$ cat src/rtl/mmix_mem_arbiter.sv
// Two-requester arbiter merging instruction fetch and load/store onto the mem_* command bus.
// Define MEM_ARB_RR_EN for round-robin arbitration; default is fixed dp-over-if priority.
module mmix_mem_arbiter #(
  parameter int          ADDR_W  = 64,
  parameter logic [1:0]  IF_SIZE = 2'd2
) (
  input  logic              clk,
  input  logic              reset_n,
  input  logic [ADDR_W-1:0] if_address,
  input  logic              if_read,
  output logic [63:0]       if_readdata,
  output logic              if_done,
  input  logic [ADDR_W-1:0] dp_address,
  input  logic [1:0]        dp_datasize,
  input  logic              dp_read,
  input  logic              dp_write,
  input  logic [63:0]       dp_writedata,
  output logic [63:0]       dp_readdata,
  output logic              dp_done,
  output logic [ADDR_W-1:0] mem_address,
  output logic [1:0]        mem_datasize,
  output logic              mem_read,
  output logic              mem_write,
  output logic [63:0]       mem_writedata,
  input  logic [63:0]       mem_readdata,
  input  logic              mem_done
);

  typedef enum logic [1:0] {
    IDLE    = 2'd0,
    GNT_IF  = 2'd1,
    GNT_DP  = 2'd2,
    RELEASE = 2'd3
  } state_t;

  state_t state;
  logic   dp_req;
  logic   grant_dp;

`ifdef MEM_ARB_RR_EN
  // 1 = fetch port won the last grant; the reset value lets fetch win the first contention.
  logic last_grant;

  always_comb begin
    dp_req   = dp_read | dp_write;
    grant_dp = dp_req & (~if_read | last_grant);
  end

  always_ff @(posedge clk or negedge reset_n) begin
    if (!reset_n)
      last_grant <= 1'b0;
    else if (state == IDLE && (dp_req || if_read))
      last_grant <= ~grant_dp;
  end
`else
  always_comb begin
    dp_req   = dp_read | dp_write;
    grant_dp = dp_req;
  end
`endif

  always_ff @(posedge clk or negedge reset_n) begin
    if (!reset_n) begin
      state         <= IDLE;
      mem_address   <= '0;
      mem_datasize  <= '0;
      mem_read      <= 1'b0;
      mem_write     <= 1'b0;
      mem_writedata <= '0;
      if_readdata   <= '0;
      dp_readdata   <= '0;
      if_done       <= 1'b0;
      dp_done       <= 1'b0;
    end else begin
      if_done <= 1'b0;
      dp_done <= 1'b0;
      case (state)
        IDLE: begin
          if (grant_dp) begin
            mem_address   <= dp_address;
            mem_datasize  <= dp_datasize;
            mem_writedata <= dp_writedata;
            mem_write     <= dp_write;
            mem_read      <= ~dp_write;
            state         <= GNT_DP;
          end else if (if_read) begin
            mem_address   <= if_address & ~ADDR_W'(3);
            mem_datasize  <= IF_SIZE;
            mem_writedata <= '0;
            mem_write     <= 1'b0;
            mem_read      <= 1'b1;
            state         <= GNT_IF;
          end
        end
        GNT_IF: begin
          if (mem_done) begin
            mem_read    <= 1'b0;
            if_readdata <= {32'b0, mem_readdata[31:0]};
            if_done     <= 1'b1;
            state       <= RELEASE;
          end
        end
        GNT_DP: begin
          if (mem_done) begin
            mem_read  <= 1'b0;
            mem_write <= 1'b0;
            if (!mem_write)
              dp_readdata <= mem_readdata;
            dp_done   <= 1'b1;
            state     <= RELEASE;
          end
        end
        RELEASE: state <= IDLE;
        default: state <= IDLE;
      endcase
    end
  end

endmodule

$ cat config.mk
export PLATFORM = sky130hd
export DESIGN_NAME = mmix_mem_arbiter
export DESIGN_NICKNAME = d
export VERILOG_FILES = /design/src/rtl/mmix_mem_arbiter.sv
export SDC_FILE = /design/constraint.sdc
export NUM_CORES = 1
export LEC_CHECK = 0
export CAP_MARGIN = 0
export CORE_AREA = 5 5 204 206
export CTS_CLUSTER_SIZE = 8
export DETAILED_ROUTE_END_ITERATION = 16
export DIE_AREA = 0 0 209 211
export PLACE_DENSITY_LB_ADDON = 0.3
export SLEW_MARGIN = 15
export SYNTH_ARGS = -nofsm -noshare
export SYNTH_HDL_FRONTEND = slang
export SYNTH_SLANG_ARGS = --single-unit
$ cat constraint.sdc
create_clock -name clk -period 2.1 [get_ports clk]
set_clock_uncertainty 0.15 [all_clocks]
set_input_delay 0.63 -clock clk [delete_from_list [all_inputs] [get_ports clk]]
set_output_delay 0.63 -clock clk [all_outputs]
set_load 0.02 [all_outputs]
==> summary.md, run 1 <==
| Metric | Value |
|---|---|
| Reg-to-Reg End | mem_writedata[19] |
| Core area | just under 40000 µm² |
| Clock transition at the register clock pins on the worst setup and hold paths after CTS | 0.05 ns |
| CP required | around 1.3 ns |
| Post-synth EDFFs | 0 |
| Ant. Diodes | 0 |
| Die Area | ~44000 µm² |
| Average wire per cell in the routed design | about 18 µm |
| Commonest cells after routing, fill and taps aside | sky130_fd_sc_hd__clkdlybuf4s50_1, sky130_fd_sc_hd__dfrtp_1, sky130_fd_sc_hd__dlygate4sd2_1 |
| First-pass GRT wire length | between 40000 and 50000 µm |
| Number of gates on the worst path with buffers counted | 1 |
| # rows | between 70 and 80 |
| Total standard cell area after synthesis | roughly 9500 µm² |
| Standard cell area after detailed placement | roughly 15000 µm² |
| Count of final hold-check violations | 0 |
| Maximum number of pins on one net before global-route repair | 54 |
| Minimum clock period after layout | between 2 and 2.5 ns |
| Element type at the critical path end | output port |
| Final-stage net count | about 1500 |
| Most common library cell in the layout ignoring fill and taps | sky130_fd_sc_hd__clkdlybuf4s50_1 |
| Share of the core filled with cells in the final layout | 40.3% |
| Sequential element share of the synthesized area | between 60% and 70% |
| Portion of the clock cycle consumed by the worst path in the final layout | 97.5% |
| Vertical extent of the die | about 210 µm |
| Number of distinct library cell variants in the gate-level netlist after synthesis | 23 |
| Initial standard-cell utilization of the core | between 20% and 30% |
| Ordered list of cells on the worst path | clkdlybuf4s15_1 |
| Unrepaired setup endpoints after global routing | no |
| Ports | between 500 and 600 |
| Count of buffers added by post-CTS timing repair for setup | 0 |
| Slowest cell on the critical path | sky130_fd_sc_hd__dfrtp_1 |
| CTS max path bufs | 3 |
| Placer's final routability congestion estimate | 0.783 |
| Clock latency on the worst-skew pair | 0.51 ns |
| Overall die width | about 210 µm |
| Count of buffers from port buffering | roughly 490 |
| Final Total Pwr | between 20 and 25 mW |
| Critical Path AT | ~1.3 ns |
| Iter 0 DRT Violations | ~250 |
| Min setup slack post-route | about 0.052 ns |
| Wirelength, routed | roughly 32000 µm |
| Hold Worst Slack | 0.318 ns |
| Post-route cell area | about 16000 µm² |
| Type of the worst min-delay path | register to register |
| Post-synthesis register bit count | roughly 230 |
| Signed area change from the synthesized netlist to the final layout | 67.6% |
| TritonCTS Buffers | 34 |
| Final std cells w/o fill | between 1500 and 2000 |
| Fraction of registers with async set or reset after synthesis | 100% |
| Critical path's largest stage delay | between 0.4 and 0.5 ns |
| Number of cells produced by synthesis | ~690 |
| # setup viols final | 0 |
| Remaining antenna violation count | 0 |
| Filler cell count | 3922 |
| Post-DP HPWL | about 25000 µm |
| Clock root buffer | sky130_fd_sc_hd__clkbuf_16 |
| Max-cap violations | 0 |
| Total congestion overflow | 0 |
| Final Slew Violations | 0 |
| DRC violation count after routing | 0 |
| Total vias in the final route | between 7000 and 8000 |
| Number of global-route vias before repair | 7998 |
| VDD IR max | 0.509 mV |
| Maximum fanout encountered on the critical timing path | 2 |
| Routed vias/inst | 4.18 |
| CTS tree | built |
| Depth of the worst register-to-register path | 6 |
| Largest delay share family, worst path | flip-flops |
| LEAKAGE | around 7.4 nW |
| Worst setup path end | mem_writedata[55] |
| Number of H-tree branching levels | 2 |
| Top flip-flop cell by instance count after synthesis | sky130_fd_sc_hd__dfrtp_1 |
| Synth Warn # | 0 |
| Proportion of layout cells with a drive suffix above 1 | 16.8% |
| Total global routing track utilization | roughly 14% |
| Critical path buffers and inverters | 1 |
| Outcome | finished clean |
| Maximum clock frequency | 488 MHz |
| Worst setup SP type | register |
| Setup WS pre-CTS | -0.322 ns |
| Total power density per cell area | 1470 nW/µm² |
| Setup slack of the most critical reg-to-reg path | ~0.17 ns |
| Number of instances in the placed design | 1729 |
| Crit. Startpoint | mem_writedata[55] |
| Avg Synthesized Cell Area | around 14 µm² |
| Iteration count of the initial detailed-routing pass | 4 |
| Startpoint of the lowest-slack register-to-register path | state[0] |
| CP Class | register to output port |
| TritonCTS Sinks | about 230 |
| Number of antenna violations at the first check in global routing | 0 |
| Total Neg Setup Slack | 0 ns |
state kept, by name, summed over array words and instances (netlist names):
register	count
if_done	1
if_readdata	32
mem_datasize	2
mem_read	1
dp_done	1
dp_readdata	64
mem_writedata	64
state	2
mem_address	64
mem_write	1
cell families after synthesis:
| family | share of synthesized area (%) |
|---|---|
| compound gates | 10.2 |
| fa+ha+maj | 0.660 |
| buf+inv | 6.49 |
| flops | 61.2 |
| mux | 18.4 |
| other cells | 0.0396 |
| simple gates | 3.02 |
cells in the mapped netlist, types with 4 or more instances:
| cell | instances | share of area (%) |
|---|---|---|
| sky130_fd_sc_hd__a22o_1 | 69 | 6.4 |
| sky130_fd_sc_hd__clkbuf_1 | 5 | 0.20 |
| sky130_fd_sc_hd__ha_1 | 5 | 0.66 |
| sky130_fd_sc_hd__buf_2 | 15 | 0.79 |
| sky130_fd_sc_hd__buf_4 | 40 | 3.2 |
| sky130_fd_sc_hd__buf_6 | 18 | 2.1 |
| sky130_fd_sc_hd__inv_1 | 5 | 0.20 |
| sky130_fd_sc_hd__a21oi_1 | 4 | 0.21 |
| sky130_fd_sc_hd__nand2_1 | 63 | 2.5 |
| sky130_fd_sc_hd__o21ai_0 | 57 | 3.0 |
| sky130_fd_sc_hd__mux2_2 | 98 | 12 |
| sky130_fd_sc_hd__mux2i_1 | 64 | 6.8 |
| sky130_fd_sc_hd__o21ai_1 | 5 | 0.26 |
| sky130_fd_sc_hd__dfrtp_1 | 232 | 61 |
worst min-delay path by stage:
stage	start	to	slack, ns	cells after the start
2_1_floorplan	reset_n	dp_done	0.18	0
3_3_place_gp	mem_address[59]	mem_address[59]	0.31	2
3_5_place_dp	mem_address[44]	mem_address[44]	0.32	2
4_1_cts	mem_address[44]	mem_address[44]	0.33	2
5_1_grt	mem_address[34]	mem_address[34]	0.34	2
6_report	mem_address[42]	mem_address[42]	0.32	2
repair_timing:
action | in CTS | in global routing
hold endpoints to repair | 42 | 0
cloned | 0 | 0
setup endpoints to repair | 230 | 1
gates resized for setup | 235 | 1
hold buffers | 1 | 0
worst min-delay path: stages (launching register included):
cell,delay (ns)
sky130_fd_sc_hd__dfrtp_1,0.33
sky130_fd_sc_hd__nand2_1,0.04
sky130_fd_sc_hd__o21ai_0,0.06
power breakdown:
group | switching, mW | internal, mW
sequential | 1.05 | 6.66
clock | 1.91 | 2.86
combinational | 5.97 | 4.90
final cells by class:
class / count / area, µm² / area share [%]
clock inverters: 3 / 33.8 / 0.213
flip-flops and latches: 232 / 5810 / 36.5
well taps: 525 / 657 / 4.13
repair buffers: 560 / 5340 / 33.6
multi-input cells: 408 / 3190 / 20.1
inverters: 5 / 18.8 / 0.118
clock buffers: 34 / 851 / 5.35
metal layers:
metal / GRT usage, % / wire, µm / up-vias
met4: 5.02 / 780 / 0
met2: 23.7 / 15900 / 333
li1: - / - / 3468
met1: 16.3 / 12600 / 3529
met5: 0 / 0 / -
met3: 5.17 / 2780 / 49
Note: power is estimated with default switching activity, not from simulation.
==> run 2: changes to the inputs <==
Settings changed: CORE_AREA 5 5 204 206 to 3 3 202 204, DIE_AREA 0 0 209 211 to 0 0 205 207.
==> run 2 against run 1 <==
  * Register-to-register slack better by 0.02 ns
  * Wire length down 6.4%
  * Combinational power about the same
==> summary.md, run 2 (synthesized netlist as in run 1, its figures left out) <==
| Metric | Value |
|---|---|
| Slowest cell on the critical path | sky130_fd_sc_hd__dfrtp_1 (unchanged) |
| Total Neg Setup Slack | 0 ns (unchanged) |
| Maximum clock frequency | 490 MHz (was 488 MHz) |
| First-pass GRT wire length | 45300 µm (was 48100 µm) |
| Vertical extent of the die | 207 µm (was 211 µm) |
| Clock root buffer | sky130_fd_sc_hd__clkbuf_16 (unchanged) |
| Count of final hold-check violations | 0 (unchanged) |
| Number of antenna violations at the first check in global routing | 0 (unchanged) |
| Placer's final routability congestion estimate | 0.771 (was 0.783) |
| Filler cell count | 3945 (was 3922) |
| Remaining antenna violation count | 0 (unchanged) |
| Final Slew Violations | 0 (unchanged) |
| CP required | 1.32 ns (about the same) |
| Maximum fanout encountered on the critical timing path | 2 (unchanged) |
| Minimum clock period after layout | 2.04 ns (was 2.05 ns) |
| CTS tree | built (unchanged) |
| Iteration count of the initial detailed-routing pass | 4 (unchanged) |
| Overall die width | 205 µm (was 209 µm) |
| Initial standard-cell utilization of the core | 24.0% (unchanged) |
| Critical path's largest stage delay | 0.39 ns (was 0.41 ns) |
| Unrepaired setup endpoints after global routing | no (unchanged) |
| Worst setup SP type | register (unchanged) |
| CTS max path bufs | 3 (unchanged) |
| Count of buffers from port buffering | 491 (unchanged) |
| # setup viols final | 0 (unchanged) |
| LEAKAGE | 7.38 nW (was 7.42 nW) |
| Largest delay share family, worst path | flip-flops (unchanged) |
| Ant. Diodes | 0 (unchanged) |
| DRC violation count after routing | 0 (unchanged) |
| Critical path buffers and inverters | 1 (unchanged) |
| Wirelength, routed | 30000 µm (was 32000 µm) |
| Final Total Pwr | 23.3 mW (was 23.4 mW) |
| Standard cell area after detailed placement | 15200 µm² (was 15300 µm²) |
| Outcome | finished clean (unchanged) |
| Type of the worst min-delay path | register to register (unchanged) |
| TritonCTS Sinks | 232 (unchanged) |
| Most common library cell in the layout ignoring fill and taps | sky130_fd_sc_hd__clkdlybuf4s50_1 (unchanged) |
| Core area | 39500 µm² (unchanged) |
| Critical Path AT | 1.26 ns (was 1.27 ns) |
| Number of H-tree branching levels | 2 (unchanged) |
| Ports | 526 (unchanged) |
| Commonest cells after routing, fill and taps aside | sky130_fd_sc_hd__clkdlybuf4s50_1, sky130_fd_sc_hd__dfrtp_1, sky130_fd_sc_hd__dlygate4sd2_1 (unchanged) |
| Signed area change from the synthesized netlist to the final layout | 67.0% (was 67.6%) |
| Proportion of layout cells with a drive suffix above 1 | 16.2% (was 16.8%) |
| Element type at the critical path end | output port (unchanged) |
| Number of global-route vias before repair | 7697 (was 7998) |
| Iter 0 DRT Violations | 213 (was 253) |
| Max-cap violations | 0 (unchanged) |
| Die Area | 42400 µm² (was 44100 µm²) |
| Post-DP HPWL | 23100 µm (was 25100 µm) |
| VDD IR max | 0.566 mV (was 0.509 mV) |
| Total global routing track utilization | 13.7% (was 14.0%) |
| Portion of the clock cycle consumed by the worst path in the final layout | 97.2% (was 97.5%) |
| Maximum number of pins on one net before global-route repair | 69 (was 54) |
| Total congestion overflow | 0 (unchanged) |
| Final-stage net count | 1498 (was 1510) |
| # rows | 73 (unchanged) |
| Count of buffers added by post-CTS timing repair for setup | 0 (unchanged) |
| Total vias in the final route | 7278 (was 7379) |
| Routed vias/inst | 4.14 (was 4.18) |
| CP Class | register to output port (unchanged) |
| Ordered list of cells on the worst path | dlygate4sd2_1 (was clkdlybuf4s15_1) |
| Post-route cell area | 15800 µm² (was 15900 µm²) |
| Average wire per cell in the routed design | 17.1 µm (was 18.1 µm) |
| TritonCTS Buffers | 35 (was 34) |
| Biggest regs | dp_readdata x64, mem_address x64, mem_writedata x64 (unchanged) |
| Total power density per cell area | 1470 nW/µm² (about the same) |
| Clock latency on the worst-skew pair | 0.51 ns (about the same) |
| Clock transition at the register clock pins on the worst setup and hold paths after CTS | 0.05 ns (about the same) |
[run 2: layout make-up]
type / instances / area, µm² / share of cell area [%]
Clock buffer: 38 / 940 / 5.93
Sequential cell: 232 / 5810 / 36.7
Multi-Input combinational cell: 408 / 3190 / 20.2
Timing Repair Buffer: 547 / 5210 / 32.9
Inverter: 5 / 18.8 / 0.119
Tap cell: 525 / 657 / 4.15
Clock inverter: 1 / 8.76 / 0.0553
[run 2: worst reg2reg max path: cells and delay by family, from the launching register on]
kind                     cells  cell delay (ns)
buffers and inverters        3             0.53
AO/OA/AOI/OAI                2             0.38
flip-flops                   1             0.39
adder cells (fa/ha/maj)      1             0.33
[run 2: repair_timing]
item                       CTS  global route
hold endpoints to repair    23             0
cloned                       0             0
hold buffers                 1             0
resized for setup          235             1
setup endpoints to repair  230             1
[run 2: path summary, 6_finish.rpt]
kind,from,endpoint,slack (ns),depth (start not counted)
worst max-delay path,mem_writedata[49],mem_writedata[49],0.06,1
worst min-delay path,mem_address[48],mem_address[48],0.32,2
worst max register to register,state[0],mem_writedata[33],0.19,6
worst min register to register,mem_address[48],mem_address[48],0.32,2
max in group asynchronous,reset_n,mem_writedata[11],0.73,3
min in group asynchronous,reset_n,if_readdata[28],0.46,2
[run 2: power by group]
group / switching, mW / leakage (nW) / total, mW / internal, mW
combinational: 5.84 / 4.08 / 10.6 / 4.75
clock: 1.85 / 0.467 / 4.96 / 3.11
sequential: 1.07 / 2.84 / 7.73 / 6.66
total: 8.77 / 7.38 / 23.3 / 14.5
[run 2: metrics by stage]
step	setup slack, ns	util [%]	std cells	hold WS [ns]
floorplan	0.346	-	723	0.184
global placement	-0.285	38.4	1716	0.312
detailed placement	-0.306	38.4	1716	0.319
CTS	0.000746	40.1	1756	0.325
global route	0.00179	40.1	1756	0.337
finish	0.0585	40.1	1756	0.316
[run 2: layer usage]
metal / share of wire, % / track usage (%)
met5: 0 / 0
met4: 2.3 / 4.90
met3: 9.0 / 4.53
met2: 50 / 23.5
met1: 39 / 15.9
==> run 3: changes to the inputs <==
Settings changed: CTS_CLUSTER_DIAMETER set to 80.
==> run 3 against run 2 <==
  * Total power shrank 0.66%
  * Global-route usage shrank 0.054 points
  * Critical path depth is the same
  * Utilization shrank 0.11 points
  * Non-clock buffer count is the same
  * Final cell count is essentially flat
  * Largest cell class unchanged
==> summary.md, run 3 (synthesized netlist as in run 1, its figures left out) <==
| Metric | Value |
|---|---|
| Number of stages on the worst hold path | 2 (unchanged) |
| CP required | 1.32 ns (about the same) |
| # rows | 73 (unchanged) |
| CTS tree | built (unchanged) |
| Worst setup SP type | register (unchanged) |
| Proportion of total power due to net switching | 37.9% (was 37.7%) |
| Total Neg Setup Slack | 0 ns (unchanged) |
| Critical path's largest stage delay | 0.39 ns (about the same) |
| Final Total Pwr | 23.1 mW (was 23.3 mW) |
| Clock latency on the worst-skew pair | 0.49 ns (was 0.51 ns) |
| First-pass GRT wire length | 45500 µm (was 45300 µm) |
| Internal Dissipation | 14.4 mW (was 14.5 mW) |
| Hold Worst Slack | 0.316 ns (about the same) |
| Ports | 526 (unchanged) |
| Placer's final routability congestion estimate | 0.771 (unchanged) |
| Average wire per cell in the routed design | 17.1 µm (about the same) |
| Vertical extent of the die | 207 µm (unchanged) |
| Portion of the clock cycle consumed by the worst path in the final layout | 96.9% (was 97.2%) |
| Element type at the critical path end | output port (unchanged) |
| Number of H-tree branching levels | 2 (unchanged) |
| Core area | 39500 µm² (unchanged) |
| LEAKAGE | 7.36 nW (was 7.38 nW) |
| Switching power of the nets | 8.77 mW (about the same) |
| # setup viols final | 0 (unchanged) |
| Critical path buffers and inverters | 1 (unchanged) |
| Number of global-route vias before repair | 7721 (was 7697) |
| Routed vias/inst | 4.17 (was 4.14) |
| DRC violation count after routing | 0 (unchanged) |
| Clock transition at the register clock pins on the worst setup and hold paths after CTS | 0.05 ns (about the same) |
| Final-stage net count | 1498 (unchanged) |
| Maximum number of pins on one net before global-route repair | 69 (unchanged) |
| Count of final hold-check violations | 0 (unchanged) |
| Final Slew Violations | 0 (unchanged) |
| Slowest cell on the critical path | sky130_fd_sc_hd__dfrtp_1 (unchanged) |
| Outcome | finished clean (unchanged) |
| Initial standard-cell utilization of the core | 24.0% (unchanged) |
| TritonCTS Buffers | 35 (unchanged) |
| Count of buffers added by post-CTS timing repair for setup | 0 (unchanged) |
| Max-cap violations | 0 (unchanged) |
| Type of the worst min-delay path | register to register (unchanged) |
| Share of the core filled with cells in the final layout | 40.0% (was 40.1%) |
| Unrepaired setup endpoints after global routing | no (unchanged) |
| Count of buffers from port buffering | 491 (unchanged) |
| Number of antenna violations at the first check in global routing | 0 (unchanged) |
| Proportion of layout cells with a drive suffix above 1 | 15.9% (was 16.2%) |
| Maximum clock frequency | 491 MHz (was 490 MHz) |
| Overall die width | 205 µm (unchanged) |
| Wirelength, routed | 30000 µm (about the same) |
| Minimum clock period after layout | 2.04 ns (about the same) |
| CP Class | register to output port (unchanged) |
| Number of gates on the worst path with buffers counted | 1 (unchanged) |
| Largest delay share family, worst path | flip-flops (unchanged) |
| TritonCTS Sinks | 232 (unchanged) |
| CTS max path bufs | 3 (unchanged) |
| Total global routing track utilization | 13.6% (was 13.7%) |
| Total congestion overflow | 0 (unchanged) |
| Combinational share of power | 45.8% (was 45.5%) |
| Post-DP HPWL | 23100 µm (unchanged) |
| Die Area | 42400 µm² (unchanged) |
| Iter 0 DRT Violations | 186 (was 213) |
| VDD IR max | 0.549 mV (was 0.566 mV) |
| Remaining antenna violation count | 0 (unchanged) |
| Clock root buffer | sky130_fd_sc_hd__clkbuf_16 (unchanged) |
| Biggest regs | dp_readdata x64, mem_address x64, mem_writedata x64 (unchanged) |
| Signed area change from the synthesized netlist to the final layout | 66.5% (was 67.0%) |
| Total power density per cell area | 1470 nW/µm² (about the same) |
| Iteration count of the initial detailed-routing pass | 4 (unchanged) |
| Part of the power in the clock network | 20.8% (was 21.3%) |
| Ordered list of cells on the worst path | dlygate4sd2_1 (unchanged) |
| Ant. Diodes | 0 (unchanged) |
| Maximum fanout encountered on the critical timing path | 2 (unchanged) |
| Total vias in the final route | 7314 (was 7278) |
| Commonest cells after routing, fill and taps aside | sky130_fd_sc_hd__clkdlybuf4s50_1, sky130_fd_sc_hd__dfrtp_1, sky130_fd_sc_hd__dlygate4sd2_1 (unchanged) |
| Depth of the worst register-to-register path | 6 (unchanged) |
| Critical Path AT | 1.26 ns (about the same) |
| Most common library cell in the layout ignoring fill and taps | sky130_fd_sc_hd__clkdlybuf4s50_1 (unchanged) |
| Power share of the sequential group | 33.4% (was 33.2%) |
-- run 3: changes by cell type in the layout (fill, tap and decap cells not counted) --
cell	before	now
sky130_fd_sc_hd__dlygate4sd2_1	226	227
sky130_fd_sc_hd__clkdlybuf4s15_1	2	3
sky130_fd_sc_hd__clkdlybuf4s15_2	2	0
sky130_fd_sc_hd__inv_6	0	1
sky130_fd_sc_hd__clkbuf_16	37	35
-- run 3: path summary, 6_finish.rpt --
kind | endpoint | startpoint | slack (ns)
max | mem_writedata[46] | mem_writedata[46] | 0.06
min reg2reg | mem_address[48] | mem_address[48] | 0.32
min | mem_address[48] | mem_address[48] | 0.32
max reg2reg | mem_writedata[10] | state[0] | 0.19
max in group asynchronous | mem_writedata[21] | reset_n | 0.72
min in group asynchronous | if_readdata[28] | reset_n | 0.48
-- run 3: per-layer routing --
metal / up-vias / wire length, µm / share of wire (%) / GRT usage (%)
li1: 3437 / - / - / -
met1: 3513 / 11600 / 39 / 15.7
met2: 315 / 15100 / 50 / 24.0
met3: 49 / 2620 / 8.7 / 4.53
met4: 0 / 707 / 2.4 / 4.03
met5: - / 0 / 0 / 0
-- run 3: timing repair --
item | in CTS | in global routing
setup endpoints to repair | 230 | 2
gates cloned | 0 | 0
gates resized for setup | 231 | 2
hold buffers | 1 | 0
hold endpoints to repair | 23 | 0
-- run 3: metrics by stage --
stage	worst slack [ns]	cell area [µm²]	instances
after floorplan	0.346	9600	723
after global placement	-0.285	15200	1716
after detailed placement	-0.306	15200	1716
after CTS	0.00602	15800	1755
after global routing	0.00169	15800	1755
final	0.0645	15800	1755
-- run 3: power groups by stage --
stage	Sequential [mW]	Clock (mW)	Combinational [mW]
floorplan	10.4	0	3.60
global placement	7.81	0	12.2
detailed placement	7.85	0	12.3
CTS	7.77	5.00	10.8
global route	8.01	5.19	11.4
finish	7.73	4.81	10.6
-- run 3: area by class of cell --
type                    count  area (µm²)
fillers                  3933       23700
clock inverters             2        17.5
repair buffers            547        5210
multi-input cells         408        3190
inverters                   5        18.8
well taps                 525         657
flip-flops and latches    232        5810
clock buffers              36         890
